File: src/rtl/exp5_mostra_sequencia_pkg.sv
// Shared codes and defaults for the playback unit.
// State codes double as the hexa7seg display value.
package exp5_mostra_sequencia_pkg;

  typedef enum logic [3:0] {
    OCIOSO = 4'h0,
    BUSCA  = 4'h1,
    ACENDE = 4'h2,
    APAGA  = 4'h3,
    FIM    = 4'hF
  } estado_t;

  localparam int ON_PADRAO  = 1000;
  localparam int OFF_PADRAO = 500;

  // Timer width able to hold max(on, off)-1, never narrower than 1 bit.
  function automatic int largura_timer(int on_c, int off_c);
    int m;
    m = (on_c > off_c) ? on_c : off_c;
    return (m > 1) ? $clog2(m) : 1;
  endfunction

endpackage

File: src/rtl/exp5_temporizador.sv
// Modulo-M up counter: wraps to 0 on the cycle fim is high.
// M is given as the compare value m_fim = M-1.
module exp5_temporizador #(
  parameter int W = 4
) (
  input  logic         clock,
  input  logic         reset,
  input  logic         zera,
  input  logic         conta,
  input  logic [W-1:0] m_fim,
  output logic         fim
);

  logic [W-1:0] valor;

  assign fim = (valor == m_fim);

  // Count while enabled; the wrap re-zeroes for the next phase.
  always_ff @(posedge clock) begin
    if (reset || zera) begin
      valor <= '0;
    end else if (conta) begin
      valor <= fim ? '0 : valor + W'(1);
    end
  end

endmodule

File: src/rtl/exp5_mostra_sequencia.sv
// Playback of the stored jogada sequence on the LEDs.
// Reads addresses 0..limite, lights each, then pulses pronto.
module exp5_mostra_sequencia
  import exp5_mostra_sequencia_pkg::*;
#(
  parameter int ON_CYCLES  = ON_PADRAO,
  parameter int OFF_CYCLES = OFF_PADRAO,
  parameter int ADDR_W     = 4,
  parameter int DATA_W     = 4
) (
  input  logic              clock,
  input  logic              reset,
  input  logic              iniciar,
  input  logic              abortar,
  input  logic [ADDR_W-1:0] limite,
  input  logic [DATA_W-1:0] mem_dado,
  output logic [ADDR_W-1:0] mem_endereco,
  output logic [DATA_W-1:0] leds,
  output logic              ocupado,
  output logic              pronto,
  output logic [3:0]        db_estado
);

  localparam int TW = largura_timer(ON_CYCLES, OFF_CYCLES);

  estado_t           estado;
  logic [ADDR_W-1:0] lim_reg;
  logic [DATA_W-1:0] led_reg;
  logic              t_zera;
  logic              t_conta;
  logic [TW-1:0]     t_m;
  logic              t_fim;

  // Timer runs only while lit or dark; M follows the phase.
  always_comb begin
    t_zera  = 1'b0;
    t_conta = 1'b0;
    t_m     = TW'(OFF_CYCLES - 1);
    unique case (1'b1)
      (estado == ACENDE): begin
        t_conta = 1'b1;
        t_m     = TW'(ON_CYCLES - 1);
      end
      (estado == APAGA): t_conta = 1'b1;
      default:           t_zera  = 1'b1;
    endcase
  end

  exp5_temporizador #(
    .W(TW)
  ) u_tmr (
    .clock (clock),
    .reset (reset),
    .zera  (t_zera),
    .conta (t_conta),
    .m_fim (t_m),
    .fim   (t_fim)
  );

  // Control FSM with inline address counter.
  // Compare precedes increment, so the address never wraps.
  always_ff @(posedge clock) begin
    if (reset) begin
      estado       <= OCIOSO;
      mem_endereco <= '0;
      lim_reg      <= '0;
      led_reg      <= '0;
    end else if (abortar && estado != OCIOSO) begin
      estado <= OCIOSO;
    end else begin
      unique case (estado)
        OCIOSO: begin
          if (iniciar && !abortar) begin
            lim_reg      <= limite;
            mem_endereco <= '0;
            estado       <= BUSCA;
          end
        end
        BUSCA: begin
          led_reg <= mem_dado;
          estado  <= ACENDE;
        end
        ACENDE: begin
          if (t_fim) estado <= APAGA;
        end
        APAGA: begin
          if (t_fim) begin
            if (mem_endereco == lim_reg) begin
              estado <= FIM;
            end else begin
              mem_endereco <= mem_endereco + ADDR_W'(1);
              estado       <= BUSCA;
            end
          end
        end
        FIM:     estado <= OCIOSO;
        default: estado <= OCIOSO;
      endcase
    end
  end

  // Outputs decoded from registered state only.
  always_comb begin
    leds      = (estado == ACENDE) ? led_reg : '0;
    ocupado   = (estado != OCIOSO);
    pronto    = (estado == FIM);
    db_estado = estado;
  end

endmodule
File: config.mk
export PLATFORM = sky130hd
export DESIGN_NAME = exp5_mostra_sequencia
export DESIGN_NICKNAME = d
export VERILOG_FILES = /design/src/rtl/exp5_mostra_sequencia_pkg.sv /design/src/rtl/exp5_temporizador.sv /design/src/rtl/exp5_mostra_sequencia.sv
export SDC_FILE = /design/constraint.sdc
export NUM_CORES = 1
export LEC_CHECK = 0
export CELL_PAD_IN_SITES_DETAIL_PLACEMENT = 2
export CELL_PAD_IN_SITES_GLOBAL_PLACEMENT = 2
export CORE_MARGIN = 2
export CORE_UTILIZATION = 32
export DETAILED_ROUTE_END_ITERATION = 10
export HOLD_SLACK_MARGIN = 0.12
export PLACE_DENSITY_LB_ADDON = 0.1
export SLEW_MARGIN = 10
export SYNTH_ARGS = -nofsm -noshare
export SYNTH_HDL_FRONTEND = slang
export SYNTH_HIERARCHICAL = 1
export SYNTH_SLANG_ARGS = --single-unit
File: constraint.sdc
create_clock -name clock -period 3.57 [get_ports clock]
set_input_delay 0.8925 -clock clock [delete_from_list [all_inputs] [get_ports clock]]
set_output_delay 0.8925 -clock clock [all_outputs]
set_load 0.02 [all_outputs]
# Word level (Yosys, flattened, before mapping)
# Index checks and enable logic that the tools add are counted.
[word_totals]
register_bits = 26
inputBits = 12
out_inout_bits = 14
[op_classes]
n_addsub = 2
n_eq_ne = 10
muxes = 14
bitwise = 1
reduce_logical = 13
[ops]
columns = ["op", "count"]
rows = [
  ["$mux 4", 8],
  ["$mux 10", 2],
  ["$pmux 4 s4", 1],
  ["$add 10x1->10 const B", 1],
  ["$eq 10x10->1", 1],
  ["$eq 4x2->1 const B", 2],
  ["$pmux 4 s2", 1],
  ["$reduce_and 3->1", 2],
  ["$reduce_and 5->1", 1],
  ["$add 4x1->4 const B", 1],
  ["$eq 4x1->1 const B", 1],
  ["$eq 4x4->1", 1],
  ["$eq 4x4->1 const B", 1],
  ["$logic_not 4->1", 1],
  ["$ne 2x1->1 const B", 2],
  ["$ne 2x2->1 const B", 2],
  ["$reduce_bool 4->1", 1],
  ["$reduce_or 2->1", 2],
  ["$logic_and 1x1->1", 2],
  ["$mux 1", 2],
  ["$reduce_and 2->1", 1],
  ["$reduce_bool 2->1", 1],
  ["$logic_not 1->1", 1],
  ["$logic_or 1x1->1", 1],
  ["$not 1->1", 1],
]

# Depth between registers and ports, before layout
[depth]
depth_word = 5
mapped_depth = 12
depth_no_buf = 11

# Hierarchy
# The synthesis kept the hierarchy.
[by_module_without_submodules]
columns = ["module", "n_inst", "cells_per_inst", "area_per_inst_um2", "seq_area_each_um2"]
rows = [
  ["exp5_mostra_sequencia", 1, 97, 873.3, 300.3],
  ["exp5_temporizador", 1, 68, 626.9, 200.2],
]

# Worst setup path before layout
# No wires, ideal clock.
[synth_path]
path_kind = "flip-flop to flip-flop"
from = "reg estado[1], in the netlist db_estado[1]"
to = "reg mem_endereco[3]"
setup_time_ps = 71
arrival_time_ps = 2755
t_required_ps = 3499
slack_ps = 743
stages_incl_launch_ff = 13
n_path_buf = 1
synth_period_minus_slack_ps = 2827
cell_sequence = "dfxtp_1 > buf_6 > and2b_1 > inv_1 > nor2_1 > inv_1 > xnor2_1 > nand4_1 > nor3_4 > and3_1 > o21ai_2 > or3_1 > a21oi_1"
[synth_between]
elab_chain_cells = 5
elab_cells_between_ends = 14
cone_classes = "eq/ne: 6; mux: 2; bitwise: 1; reduce/logical: 5"
[synth_lines]
columns = ["item", "line", "rtl"]
rows = [
  ["start, declared", "exp5_mostra_sequencia.sv:26", "estado_t estado;"],
  ["start signal, assigned", "exp5_mostra_sequencia.sv:64", "estado <= OCIOSO;"],
  ["start signal, assigned", "exp5_mostra_sequencia.sv:69", "estado <= OCIOSO;"],
  ["start signal, assigned", "exp5_mostra_sequencia.sv:76", "estado <= BUSCA;"],
  ["$eq 4x2->1", "exp5_mostra_sequencia.sv:40", "(estado == ACENDE): begin"],
  ["$mux 10", "exp5_mostra_sequencia.sv:39", "unique case (1'b1)"],
  ["net t_m[2]", "exp5_mostra_sequencia.sv:31", "logic [TW-1:0] t_m;"],
  ["$eq 10x10->1", "exp5_temporizador.sv:16", "assign fim = (valor == m_fim);"],
  ["net t_fim", "exp5_mostra_sequencia.sv:32", "logic t_fim;"],
  ["$ne 2x1->1 (no source line)", "n/a", ""],
  ["$reduce_and 5->1 (no source line)", "n/a", ""],
  ["end signal, assigned", "exp5_mostra_sequencia.sv:91", "mem_endereco <= mem_endereco + ADDR_W'(1);"],
  ["end, declared", "exp5_mostra_sequencia.sv:17", "output logic [ADDR_W-1:0] mem_endereco,"],
]
# The timed path passes the listed nets, and every way through them passes these cells.
# A chain may end at the register's enable or synchronous reset.

# Final worst setup path
[layout_path]
from = "reg estado[1], in the netlist db_estado[1]"
to = "out leds[0]"
[layout_between]
elab_chain_cells = 2
[layout_lines]
columns = ["item", "line", "rtl"]
rows = [
  ["$eq 4x2->1", "exp5_mostra_sequencia.sv:104", "leds = (estado == ACENDE) ? led_reg : '0;"],
  ["$mux 4", "exp5_mostra_sequencia.sv:104", ""],
  ["end, declared", "exp5_mostra_sequencia.sv:18", "output logic [DATA_W-1:0] leds,"],
]
# No other way between the ends.

==> impl_metrics.tcl <==
set metrics [dict create \
    outcome "finished clean" \
    drt_iter0_markers 25 \
    drt-wirelength-per-cell_um 15.7 \
    post-route-drc-count 0 \
    die_y_um 72.5 \
    path_class "flop to output pin" \
    fmax_ghz 0.305 \
    maxCapViolations 0 \
    end_kind "output pin" \
    diodes 0 \
    core-area_mm2 0.00444 \
    post_cts_buffers 0 \
    p_sw_uw 127 \
    die_w_um 72.5 \
    ys_ff_latch 25 \
    switching_share_pct 24.4 \
    htreeDepth 1 \
    hp-class "flop to flop" \
    relSlewSlack_pct 66.5 \
    multi_input_area_um2 933 \
    tightest_slew_ps 502 \
    irDropWorstVdd_v 0.000129 \
    fin_skew_ps 2.24 \
    yosysWarnings 6 \
    grt_max_degree 18 \
    layout_common_cells "dfxtp_1, clkdlybuf4s50_1, nor2_1" \
    synth_flop_cell "dfxtp_1" \
    power.leakage_uw 0.000657 \
    numPortBuffers 25 \
    post-route-min-period_ps 3280 \
    fp.dieArea_mm2 0.00525 \
    setup_violations 0 \
    row_count 24 \
    cts_resized 0 \
    register_area_um2 500 \
    p_seq_share_pct 55.4 \
    nFillCells 491 \
    power_frac_comb_pct 10.9 \
    grt_pass1_vias 1401 \
    report.final.slew_viol_count 0 \
    regMostFlops "u_tmr/valor" \
    syn_to_final_growth_pct 22.6 \
    rsz0062_at_grt "false" \
    min_period_over_period_pct 91.8 \
    dp_hpwl_mm 2.92 \
    clkLatencyLatePin_ps 270 \
    nNetsFinal 208 \
    avgSynthCellArea_um2 9.09 \
    whs_ps 502 \
    clock_sinks 25 \
    hold_viol_final 0 \
    firstDrtPassIters 3 \
    cts_tree "yes" \
    finalSetupTns_ps 0 \
    synth-edff-count 0 \
    grt_usage_pct 16.4 \
    cts_made_buffers 3 \
    layout-drive-gt1-share_pct 9.33 \
    cts_root_buffer "clkbuf_8" \
    grt_first_pass_wirelength_mm 6.74 \
    ant_nets 0 \
    p_int_uw 392 \
    place_congestion 0.816 \
    cp.required_ps 2680 \
    initial_utilization_pct 33.8 \
    crit_path_start_kind "flop" \
    routed_wl_mm 3.85 \
    clkSlewWorstSetupHoldPaths_ps 90 \
    synth_async_sr_flop_share_pct 0 \
    syn_inst 165 \
    io_pins 26 \
    hold_buffers 0 \
    power.density_mw_per_mm2 282 \
    worstPathArrival_ps 2380 \
    cp_max_fo 13 \
    netlist_area_mm2 0.00150 \
    grt_overflow_total 0 \
    synth.distinct_cells 43 \
    via_count 1262 \
    largest_register_ffs 10 \
    p_clk_share_pct 33.7 \
    vias_per_cell 5.15 \
    max-clock-path-buffers 2 \
    yosysSeqAreaShare_pct 33.4 \
    antenna_found_initial 0 \
]
-- routing by layer --
layer	vias to the layer above	part of all wire, %	global-route usage [%]
met1	615	46	21.1
li1	618	-	-
met2	24	49	28.5
met4	0	1.2	4.94
met5	-	0	0
met3	5	3.4	2.36
-- Yosys cell counts, drive strengths merged, types with 2 or more instances --
master	count	area share (%)
a211oi	9	5.2
a21oi	7	2.3
and2	4	1.7
and3	4	1.7
buf	7	3.7
clkbuf	2	0.50
conb	2	0.50
dfxtp	25	33
ha	2	1.7
inv	6	1.5
mux2i	10	6.7
nand2	8	2.0
nand2b	7	2.9
nand3	2	0.67
nand4	5	2.5
nor2	18	4.5
nor3	2	1.4
nor3b	2	2.1
nor4	4	2.9
o21ai	2	0.92
o311ai	2	1.2
or3	4	1.7
xnor2	14	8.2
xor2	7	4.1
-- power by group through the flow --
stage | logic [µW] | registers (µW) | clock network [µW]
global placement | 55.1 | 293 | 0
finish | 56.6 | 287 | 175
detailed placement | 57.1 | 294 | 0
CTS | 57.4 | 287 | 183
global route | 62.4 | 288 | 199
floorplan | 35.1 | 292 | 0
-- per-stage QoR --
step	util, %	instances	setup WS, ps	cell area, µm²	total power (µW)
after CTS	41.4	245	235	1840	528
after floorplan	-	170	743	1520	327
after global routing	41.4	245	64.4	1840	549
final	41.4	245	293	1840	518
after global placement	40.4	241	693	1790	348
after detailed placement	40.4	241	581	1790	351
-- critical path, cell delays in order, from the launching register on --
cell	delay (ps)
dfxtp_1	640
and2b_1	210
inv_1	50
nor2_1	380
and2_1	210
clkdlybuf4s50_1	610
-- area by class of cell --
cell class | count | share of cell area (%)
Multi-Input combinational cell | 130 | 50.7
Sequential cell | 25 | 27.2
Timing Repair Buffer | 28 | 14.8
Tap cell | 52 | 3.54
Clock buffer | 4 | 2.45
Inverter | 6 | 1.22
-- cells by family (layout without fill, tap and decap cells) --
| family | after synthesis | in the layout | share of synthesized area, % |
|---|---|---|---|
| and+or+nand+nor | 66 | 66 | 28.0 |
| DFF | 25 | 25 | 33.4 |
| AOI/OAI and AO/OA | 24 | 24 | 11.8 |
| xor gates and xnor gates | 21 | 21 | 12.3 |
| buffers and inverters | 15 | 38 | 5.67 |
| muxes | 10 | 10 | 6.67 |
| adders and majority gates | 2 | 2 | 1.67 |
| other | 2 | 7 | 0.501 |
-- worst paths after layout --
path,from,end,slack (ps),depth (start not counted)
worst min-delay path,led_reg[0],led_reg[0],500,2
worst max-delay path,db_estado[1],leds[0],290,5
worst min register to register,led_reg[0],led_reg[0],500,2
worst max register to register,db_estado[1],mem_endereco[3],570,11
(Power assumes the default switching activity.)
